[src/rtl/acc_job_arbiter.sv]
// Round-robin arbiter sharing one wrapping accumulator among NREQ job streams.
// One job is granted at a time; its beats are summed and returned with id and beat count.
module acc_job_arbiter #(
  parameter int NREQ   = 4,
  parameter int DATA_W = 32,
  parameter int CNT_W  = 16,
  parameter int ID_W   = (NREQ > 1) ? $clog2(NREQ) : 1
) (
  input  logic                     clk,
  input  logic                     rst,
  input  logic [NREQ-1:0]          in_valid,
  input  logic [NREQ*DATA_W-1:0]   in_data,
  input  logic [NREQ-1:0]          in_last,
  output logic [NREQ-1:0]          in_ready,
  output logic                     out_valid,
  output logic [DATA_W-1:0]        out_data,
  output logic [ID_W-1:0]          out_id,
  output logic [CNT_W-1:0]         out_cnt,
  input  logic                     out_ready,
  output logic                     busy
);

  typedef enum logic [1:0] {
    ST_IDLE  = 2'd0,
    ST_ACCUM = 2'd1,
    ST_DONE  = 2'd2
  } state_t;

  localparam logic [CNT_W-1:0] CNT_MAX  = {CNT_W{1'b1}};
  localparam logic [CNT_W-1:0] CNT_ONE  = CNT_W'(1);
  localparam logic [ID_W-1:0]  ID_ONE   = ID_W'(1);
  localparam logic [ID_W-1:0]  LAST_ID  = ID_W'(NREQ - 1);
  localparam logic [ID_W:0]    NREQ_EXT = (ID_W + 1)'(NREQ);
  localparam logic [NREQ-1:0]  ONEHOT0  = NREQ'(1);

  state_t              state_r;
  logic [ID_W-1:0]     rr_ptr_r;
  logic [ID_W-1:0]     gnt_r;
  logic [DATA_W-1:0]   acc_r;
  logic [CNT_W-1:0]    cnt_r;
  logic [NREQ-1:0]     in_ready_r;
  logic                busy_r;
  logic                out_valid_r;
  logic [DATA_W-1:0]   out_data_r;
  logic [ID_W-1:0]     out_id_r;
  logic [CNT_W-1:0]    out_cnt_r;

  logic [2*NREQ-1:0]   vld_dbl_s;
  logic [NREQ-1:0]     vld_rot_s;
  logic [ID_W-1:0]     off_s;
  logic [ID_W:0]       win_sum_s;
  logic [ID_W-1:0]     winner_s;
  logic                any_valid_s;
  logic [NREQ-1:0]     win_onehot_s;

  logic [DATA_W-1:0]   cur_data_s;
  logic                cur_valid_s;
  logic                cur_last_s;
  logic                hs_s;
  logic [DATA_W-1:0]   acc_sum_s;
  logic [CNT_W-1:0]    cnt_inc_s;
  logic [ID_W-1:0]     next_ptr_s;

  // Rotate the request vector so rr_ptr sits at bit 0, then take the lowest set bit.
  always_comb begin
    vld_dbl_s   = {in_valid, in_valid} >> rr_ptr_r;
    vld_rot_s   = vld_dbl_s[NREQ-1:0];
    off_s       = '0;
    for (int i = NREQ - 1; i >= 0; i--) begin
      if (vld_rot_s[i]) begin
        off_s = ID_W'(i);
      end else begin
        off_s = off_s;
      end
    end
    win_sum_s = {1'b0, rr_ptr_r} + {1'b0, off_s};
    if (win_sum_s >= NREQ_EXT) begin
      winner_s = ID_W'(win_sum_s - NREQ_EXT);
    end else begin
      winner_s = win_sum_s[ID_W-1:0];
    end
    any_valid_s  = |in_valid;
    win_onehot_s = ONEHOT0 << winner_s;
  end

  // Granted requester's beat, handshake and next accumulator / counter values.
  always_comb begin
    cur_data_s  = '0;
    cur_valid_s = 1'b0;
    cur_last_s  = 1'b0;
    for (int i = 0; i < NREQ; i++) begin
      if (gnt_r == ID_W'(i)) begin
        cur_data_s  = in_data[i*DATA_W +: DATA_W];
        cur_valid_s = in_valid[i];
        cur_last_s  = in_last[i];
      end else begin
        cur_data_s  = cur_data_s;
        cur_valid_s = cur_valid_s;
        cur_last_s  = cur_last_s;
      end
    end
    hs_s      = (state_r == ST_ACCUM) && cur_valid_s;
    acc_sum_s = acc_r + cur_data_s;
    if (cnt_r == CNT_MAX) begin
      cnt_inc_s = cnt_r;
    end else begin
      cnt_inc_s = cnt_r + CNT_ONE;
    end
    if (gnt_r == LAST_ID) begin
      next_ptr_s = '0;
    end else begin
      next_ptr_s = gnt_r + ID_ONE;
    end
  end

  // Job FSM with all outputs registered; in_ready is one-hot on the grant only in ACCUM.
  always_ff @(posedge clk) begin
    if (rst) begin
      state_r     <= ST_IDLE;
      rr_ptr_r    <= '0;
      gnt_r       <= '0;
      acc_r       <= '0;
      cnt_r       <= '0;
      in_ready_r  <= '0;
      busy_r      <= 1'b0;
      out_valid_r <= 1'b0;
      out_data_r  <= '0;
      out_id_r    <= '0;
      out_cnt_r   <= '0;
    end else begin
      case (state_r)
        ST_IDLE: begin
          if (any_valid_s) begin
            gnt_r      <= winner_s;
            acc_r      <= '0;
            cnt_r      <= '0;
            in_ready_r <= win_onehot_s;
            busy_r     <= 1'b1;
            state_r    <= ST_ACCUM;
          end
        end
        ST_ACCUM: begin
          if (hs_s) begin
            acc_r <= acc_sum_s;
            cnt_r <= cnt_inc_s;
            if (cur_last_s) begin
              out_data_r  <= acc_sum_s;
              out_cnt_r   <= cnt_inc_s;
              out_id_r    <= gnt_r;
              out_valid_r <= 1'b1;
              in_ready_r  <= '0;
              state_r     <= ST_DONE;
            end
          end
        end
        ST_DONE: begin
          if (out_ready) begin
            out_valid_r <= 1'b0;
            rr_ptr_r    <= next_ptr_s;
            busy_r      <= 1'b0;
            state_r     <= ST_IDLE;
          end
        end
        default: begin
          state_r     <= ST_IDLE;
          in_ready_r  <= '0;
          busy_r      <= 1'b0;
          out_valid_r <= 1'b0;
        end
      endcase
    end
  end

  // Accept is withheld combinationally while reset is asserted.
  assign in_ready  = in_ready_r & {NREQ{~rst}};
  assign out_valid = out_valid_r;
  assign out_data  = out_data_r;
  assign out_id    = out_id_r;
  assign out_cnt   = out_cnt_r;
  assign busy      = busy_r;

endmodule

[config.mk]
export PLATFORM = sky130hd
export DESIGN_NAME = acc_job_arbiter
export DESIGN_NICKNAME = d
export VERILOG_FILES = /design/src/rtl/acc_job_arbiter.sv
export SDC_FILE = /design/constraint.sdc
export NUM_CORES = 1
export LEC_CHECK = 0
export ABC_AREA = 1
export BUFFER_PORTS_ARGS = -buffer_cell sky130_fd_sc_hd__buf_2
export CAP_MARGIN = 20
export CORE_ASPECT_RATIO = 2
export CORE_UTILIZATION = 40
export CTS_CLUSTER_SIZE = 14
export DETAILED_ROUTE_END_ITERATION = 12
export GPL_TIMING_DRIVEN = 0
export PLACE_DENSITY = 0.74
export SYNTH_ARGS = -nofsm -noshare
export SYNTH_HDL_FRONTEND = slang
export SYNTH_SLANG_ARGS = --single-unit
[constraint.sdc]
create_clock -name clk -period 4 [get_ports clk]
set_input_delay 0.4 -clock clk [delete_from_list [all_inputs] [get_ports clk]]
set_output_delay 0.4 -clock clk [all_outputs]
set_load 0.05 [all_outputs]
Word-level counts from Yosys, hierarchy flattened
Cells that the tools add are included.

cells by class
  add/subtract/negate cells = 5
  order comparisons = 1
  equality and inequality tests = 10
  shift operators = 2
  multiplexer cells = 40
  bitwise gates (word level) = 5
  reduce and logical (&&, ||, !) cells = 13

operators by type and width
  kind                                                 count
  2-to-1 mux 32 bit                                    6
  one-hot mux 32 bit (2 select lines)                  1
  2-to-1 mux 16 bit                                    3
  adder 32 bit                                         1
  one-hot mux 16 bit (2 select lines)                  1
  2-to-1 mux 2 bit                                     10
  adder 16 x 1 -> 16 bit, second input constant        1
  equality test 16 bit, second input constant          1
  2-to-1 mux 1 bit                                     12
  2-to-1 mux 4 bit                                     3
  one-hot mux 4 bit (3 select lines)                   1
  AND reduction 4 bit                                  3
  AND reduction 3 bit                                  3
  inequality test 2 bit, second input constant         4
  right shift 8 x 2 -> 4 bit                           1
  equality test 2 bit, second input constant           3
  one-hot mux 1 bit (3 select lines)                   2
  one-hot mux 2 bit (3 select lines)                   1
  bitwise AND 4 bit                                    1
  equality test 2 x 1 -> 1 bit, second input constant  2
  zero test 2 bit                                      2
  NOT 1 bit                                            4
  AND reduction 2 bit                                  2
  OR reduction 4 bit                                   1
  7 further kinds                                      7

word-level totals
  register bits after elaboration = 110
  output and inout port bits = 56

Longest topological paths before layout
  word-level depth = 11
  mapped depth = 24
  depth with buffers taken out = 23

Worst setup path before layout
Ideal clock, no wire load.

  path kind = reg-to-reg
  start = reg gnt_r[1]
  end = reg acc_r[16]
  setup time = 0.070 ns
  arrival = 2.920 ns
  required time = 3.930 ns
  slack = 1.010 ns
  cell stages (with the launch flop) = 23
  clock period less this slack = 2.990 ns
  cell sequence = dfxtp_1 inv_1 ha_1 buf_6 nor2_8 clkbuf_1 a22oi_1 nand2_1 o21ai_0 a21oi_1 ha_1 inv_1 fa_1 inv_1 nand3_1 nand3_1 nand2_1 nand2_1 nand2_1 nand2_1 xor2_1 nand2_1 a21oi_1

on the way
  longest elaborated chain between the ends = 8
  elaborated cells between the ends (all ways) = 18
  those cells by class = add/sub (1); eq/ne (4); mux (10); reduce/logical (3)

ends and longest elaborated chain
  what                                                                        RTL line  text
  from (decl)                                                                 38        logic [ID_W-1:0] gnt_r;
  from (signal assigned)                                                      134       gnt_r <= winner_s;
  zero test 2 bit                                                             92        if (gnt_r == ID_W'(i)) begin
  2-to-1 mux 32 bit or 2-to-1 mux 1 bit (tied branches) (4 in series)         92
  adder 32 bit or logical AND 1 bit (tied branches)                           103, 102
  2-to-1 mux 32 bit or inequality test 2 bit (tied branches)                  n/a
  one-hot mux 32 bit (2 select lines) or AND reduction 3 bit (tied branches)  n/a
  to (signal assigned)                                                        144       acc_r <= acc_sum_s;
  to (decl)                                                                   39        logic [DATA_W-1:0] acc_r;

Parallel ways exist; a longest one is shown, timed or not. The select of a mux whose other input is x is not followed.
A chain may end at the register's enable or synchronous reset.

Final worst setup path
  start = reg gnt_r[1]
  end = reg out_data_r[26] (netlist: out_data[26])

on the way
  longest elaborated chain between the ends = 7
  elaborated cells between the ends (all ways) = 19
  those cells by class = add/sub (1); eq/ne (3); mux (12); reduce/logical (3)

ends and longest elaborated chain
  what                                                                  RTL line  text
  parallel branches: the longest is 7 deep, another holds adder 32 bit  n/a
  to (signal assigned)                                                  147       out_data_r <= acc_sum_s;
  to (decl)                                                             44        logic [DATA_W-1:0] out_data_r;

Parallel ways; which one is timed is not known.

==> results.sh <==
export IMPL_outcome="finished clean"
export IMPL_startpoint_type="flip-flop"
export IMPL_p_clk_frac=0.191
export IMPL_insertion_delay_ns=0.36
export IMPL_cts_setup_buffers=0
export IMPL_grt_ovfl_total=0
export IMPL_detailed_place_hpwl_um=25000
export IMPL_skew_ns=0.00955
export IMPL_cp_arrival_ns=4.00
export IMPL_synth_seq_cells=110
export IMPL_io_pins=195
export IMPL_grt_pass1_vias=9270
export IMPL_grt_max_degree=19
export IMPL_synthSimpleGateAreaFrac=0.343
export IMPL_placed_area_um2=9390
export IMPL_drive_gt1_frac=0.167
export IMPL_hold_viol=0
export IMPL_syn_cell_area_um2=8090
export IMPL_setup_violations=0
export IMPL_final_cells=1833
export IMPL_dp_cells=1818
export IMPL_post_route_cell_area_um2=9740
export IMPL_switching_share=0.492
export IMPL_rows=73
export IMPL_place_congestion=0.955
export IMPL_grt_antenna_before_repair=1
export IMPL_clock_path_buffers=2
export IMPL_synth_warnings=0
export IMPL_totalWireLength_um=30000
export IMPL_maxSlewHeadroom=0.530
export IMPL_clk_pin_slew_worst_paths_ns=0.08
export IMPL_synth_distinct_cells=40
export IMPL_grt_pass1_wl_um=46200
export IMPL_hp_class="input pin to flip-flop"
export IMPL_yosys_area_top_type="dfxtp_1"
export IMPL_start_util=0.408
export IMPL_cts_made_buffers=9
export IMPL_synthFlopType="dfxtp_1"
export IMPL_ys_top_cells_by_area="dfxtp_1 (27%), nand2_1 (19%), inv_1 (8.2%)"
export IMPL_crit_required_ns=4.26
export IMPL_synth_xor_area_share=0.0217
export IMPL_synth_nets=1541
export IMPL_internal_power_mw=2.73
export IMPL_setup_tns_final_ns=0
export IMPL_worstSetupEndpointType="flip-flop"
export IMPL_worst_pin_slew_ns=0.705
export IMPL_path_class="flip-flop to flip-flop"
export IMPL_synth_mux_area_frac=0.00248
export IMPL_fp_dieW_um=103
export IMPL_core_um2=19800
export IMPL_seq_area_um2=2200
export IMPL_portBuffers=194
export IMPL_yosysMostFrequentCell="nand2_1"
export IMPL_hold_buffers=0
export IMPL_nets=1744
export IMPL_rsz0062_at_grt="no"
export IMPL_max_stage_delay_ns=0.40
export IMPL_maxCapViolations=0
export IMPL_final_min_clock_period_ns=3.74
export IMPL_area_growth_pct=20.4
export IMPL_fin_crit_sh=0.935
export IMPL_synthArstFlopShare=0
export IMPL_synth_fa_ha_area_frac=0.0628
export IMPL_ctsHtreeMaxLevel=3
export IMPL_drc=0
export IMPL_antenna_left=0
export IMPL_synth_top_area_frac=0.272
export IMPL_detail_route_iter0_violations=485
export IMPL_report_final_slew_viol_count=0
export IMPL_crit_top_cell="nand2_1"
export IMPL_hold_ws_ns=0.376
export IMPL_synth_top_family_by_area="simple AND/OR/NAND/NOR gates"
export IMPL_multi_input_area_um2=4950
export IMPL_peakVddDrop_mv=0.235
export IMPL_fmax_ghz=0.268
export IMPL_die_y_um=203
export IMPL_synth_avg_cell_area_um2=5.94
export IMPL_synth_edff_count=0
export IMPL_worstPathMaxFanout=17
export IMPL_cts_sinks=110
export IMPL_via_per_inst=5.17
export IMPL_synth_seq_area_share=0.272
export IMPL_wl_per_cell_um=16.4
export IMPL_p_leak_nw=5.31
export IMPL_fillers=2145
export IMPL_combinationalPowerShare=0.551
export IMPL_synthTopCellsByCount="nand2_1 (419), inv_1 (176), nor2_1 (167), a21oi_1 (116), dfxtp_1 (110)"
export IMPL_first_pass_iters=5
export IMPL_seq_power_share=0.259
export IMPL_vias=9481
export IMPL_critPathSlowestCell="a21oi_1"
export IMPL_dieArea_um2=20800
export IMPL_track_usage=0.297
export IMPL_crit_chain="inv_1 -> ha_1 -> buf_6 -> nor2_8 -> clkbuf_2 -> a22oi_1 -> nand2_1 -> o21ai_0 -> a21oi_2 -> ha_1 -> nand2_1 -> nor2_1 -> nand2_1 -> inv_1 -> a21oi_1 -> nand3_1 -> nand2_1 -> nand2_1 -> nand2_1 -> inv_1"
export IMPL_p_per_area_nw_per_um2=551
export IMPL_p_sw_mw=2.64
export IMPL_cts_root_buf="clkbuf_16"
export IMPL_synth_compound_area_frac=0.179
export IMPL_cts_tree="done"
export IMPL_synthCells=1362
[layer usage]
metal | routed length (um) | vias to the layer above | track usage
met5 | 0 | - | 0
li1 | - | 4745 | -
met2 | 15700 | 308 | 0.546
met1 | 9960 | 4292 | 0.269
met4 | 3150 | 0 | 0.281
met3 | 1190 | 136 | 0.0296
[stage by stage]
step,setup WS (ns),utilization,total power [mW]
floorplan,1.01,-,3.43
global placement,-0.124,0.474,4.28
detailed placement,-0.184,0.474,4.32
CTS,0.0691,0.490,5.34
global route,0.0430,0.491,5.72
finish,0.262,0.491,5.36
[state kept, by name, summed over array words and instances (netlist names)]
| register | count |
|---|---|
| acc_r | 32 |
| out_data | 32 |
| cnt_r | 16 |
| out_cnt | 16 |
| in_ready_r | 4 |
| gnt_r | 2 |
| out_id | 2 |
| rr_ptr_r | 2 |
| state_r | 2 |
| busy | 1 |
| out_valid | 1 |
[power groups by stage]
stage,combinational (mW),clock [mW],sequential [mW]
after floorplan,1.80,0,1.63
after global placement,2.88,0,1.40
after detailed placement,2.91,0,1.41
after CTS,2.93,1.03,1.38
after global routing,3.25,1.07,1.41
final,2.95,1.02,1.39
[critical path: cells and delay by family, from the launching register on]
family                   cells  cell delay (ns)
AO/OA/AOI/OAI                4             0.91
adder cells (fa/ha/maj)      2             0.53
buffers and inverters        5             0.65
flip-flops                   1             0.39
AND/OR/NAND/NOR              9             1.15
[what timing repair did]
item                                    in CTS  in global routing
pin swaps                                    0                  1
endpoints found under the setup margin      20                 28
cloned                                       0                  0
resized for setup                            0                 14
[layout make-up]
cell class / count / share of cell area
Antenna cell: 1 / 0.000257
Timing Repair Buffer: 194 / 0.0997
Multi-Input combinational cell: 1014 / 0.508
Buffer: 54 / 0.0274
Clock inverter: 6 / 0.00938
Inverter: 182 / 0.0709
Clock buffer: 10 / 0.0245
Tap cell: 262 / 0.0337
Sequential cell: 110 / 0.226
[logic make-up after synthesis]
family / after synthesis
flops: 110
buf+inv: 238
fa+ha+maj: 40
xor+xnor: 20
simple gates: 689
mux: 2
compound gates: 263
[cell usage in the layout, fill, tap and decap left out, types with 5 or more instances in the layout]
cell	n
nand2_1	419
buf_2	206
inv_1	176
nor2_1	167
a21oi_1	111
dfxtp_1	110
o21ai_0	91
nand3_1	70
ha_1	39
a22oi_1	32
clkbuf_1	23
xor2_1	17
o21ai_1	12
nor3_1	10
clkbuf_16	9
buf_4	7
nand4_1	7
clkbuf_2	6
a21oi_2	5
[final timing paths]
kind | start | end | slack, ns | cells past startpoint
setup / recovery | gnt_r[1]$_SDFFE_PP0P_ | out_data[26]$_SDFFE_PP0P_ | 0.26 | 20
hold / removal | out_ready | rr_ptr_r[0]$_SDFFE_PP0P_ | 0.38 | 3
setup reg to reg | gnt_r[1]$_SDFFE_PP0P_ | out_data[26]$_SDFFE_PP0P_ | 0.26 | 20
hold reg to reg | out_cnt[6]$_SDFFE_PP0P_ | out_cnt[6]$_SDFFE_PP0P_ | 0.47 | 2
(Power assumes the default switching activity.)
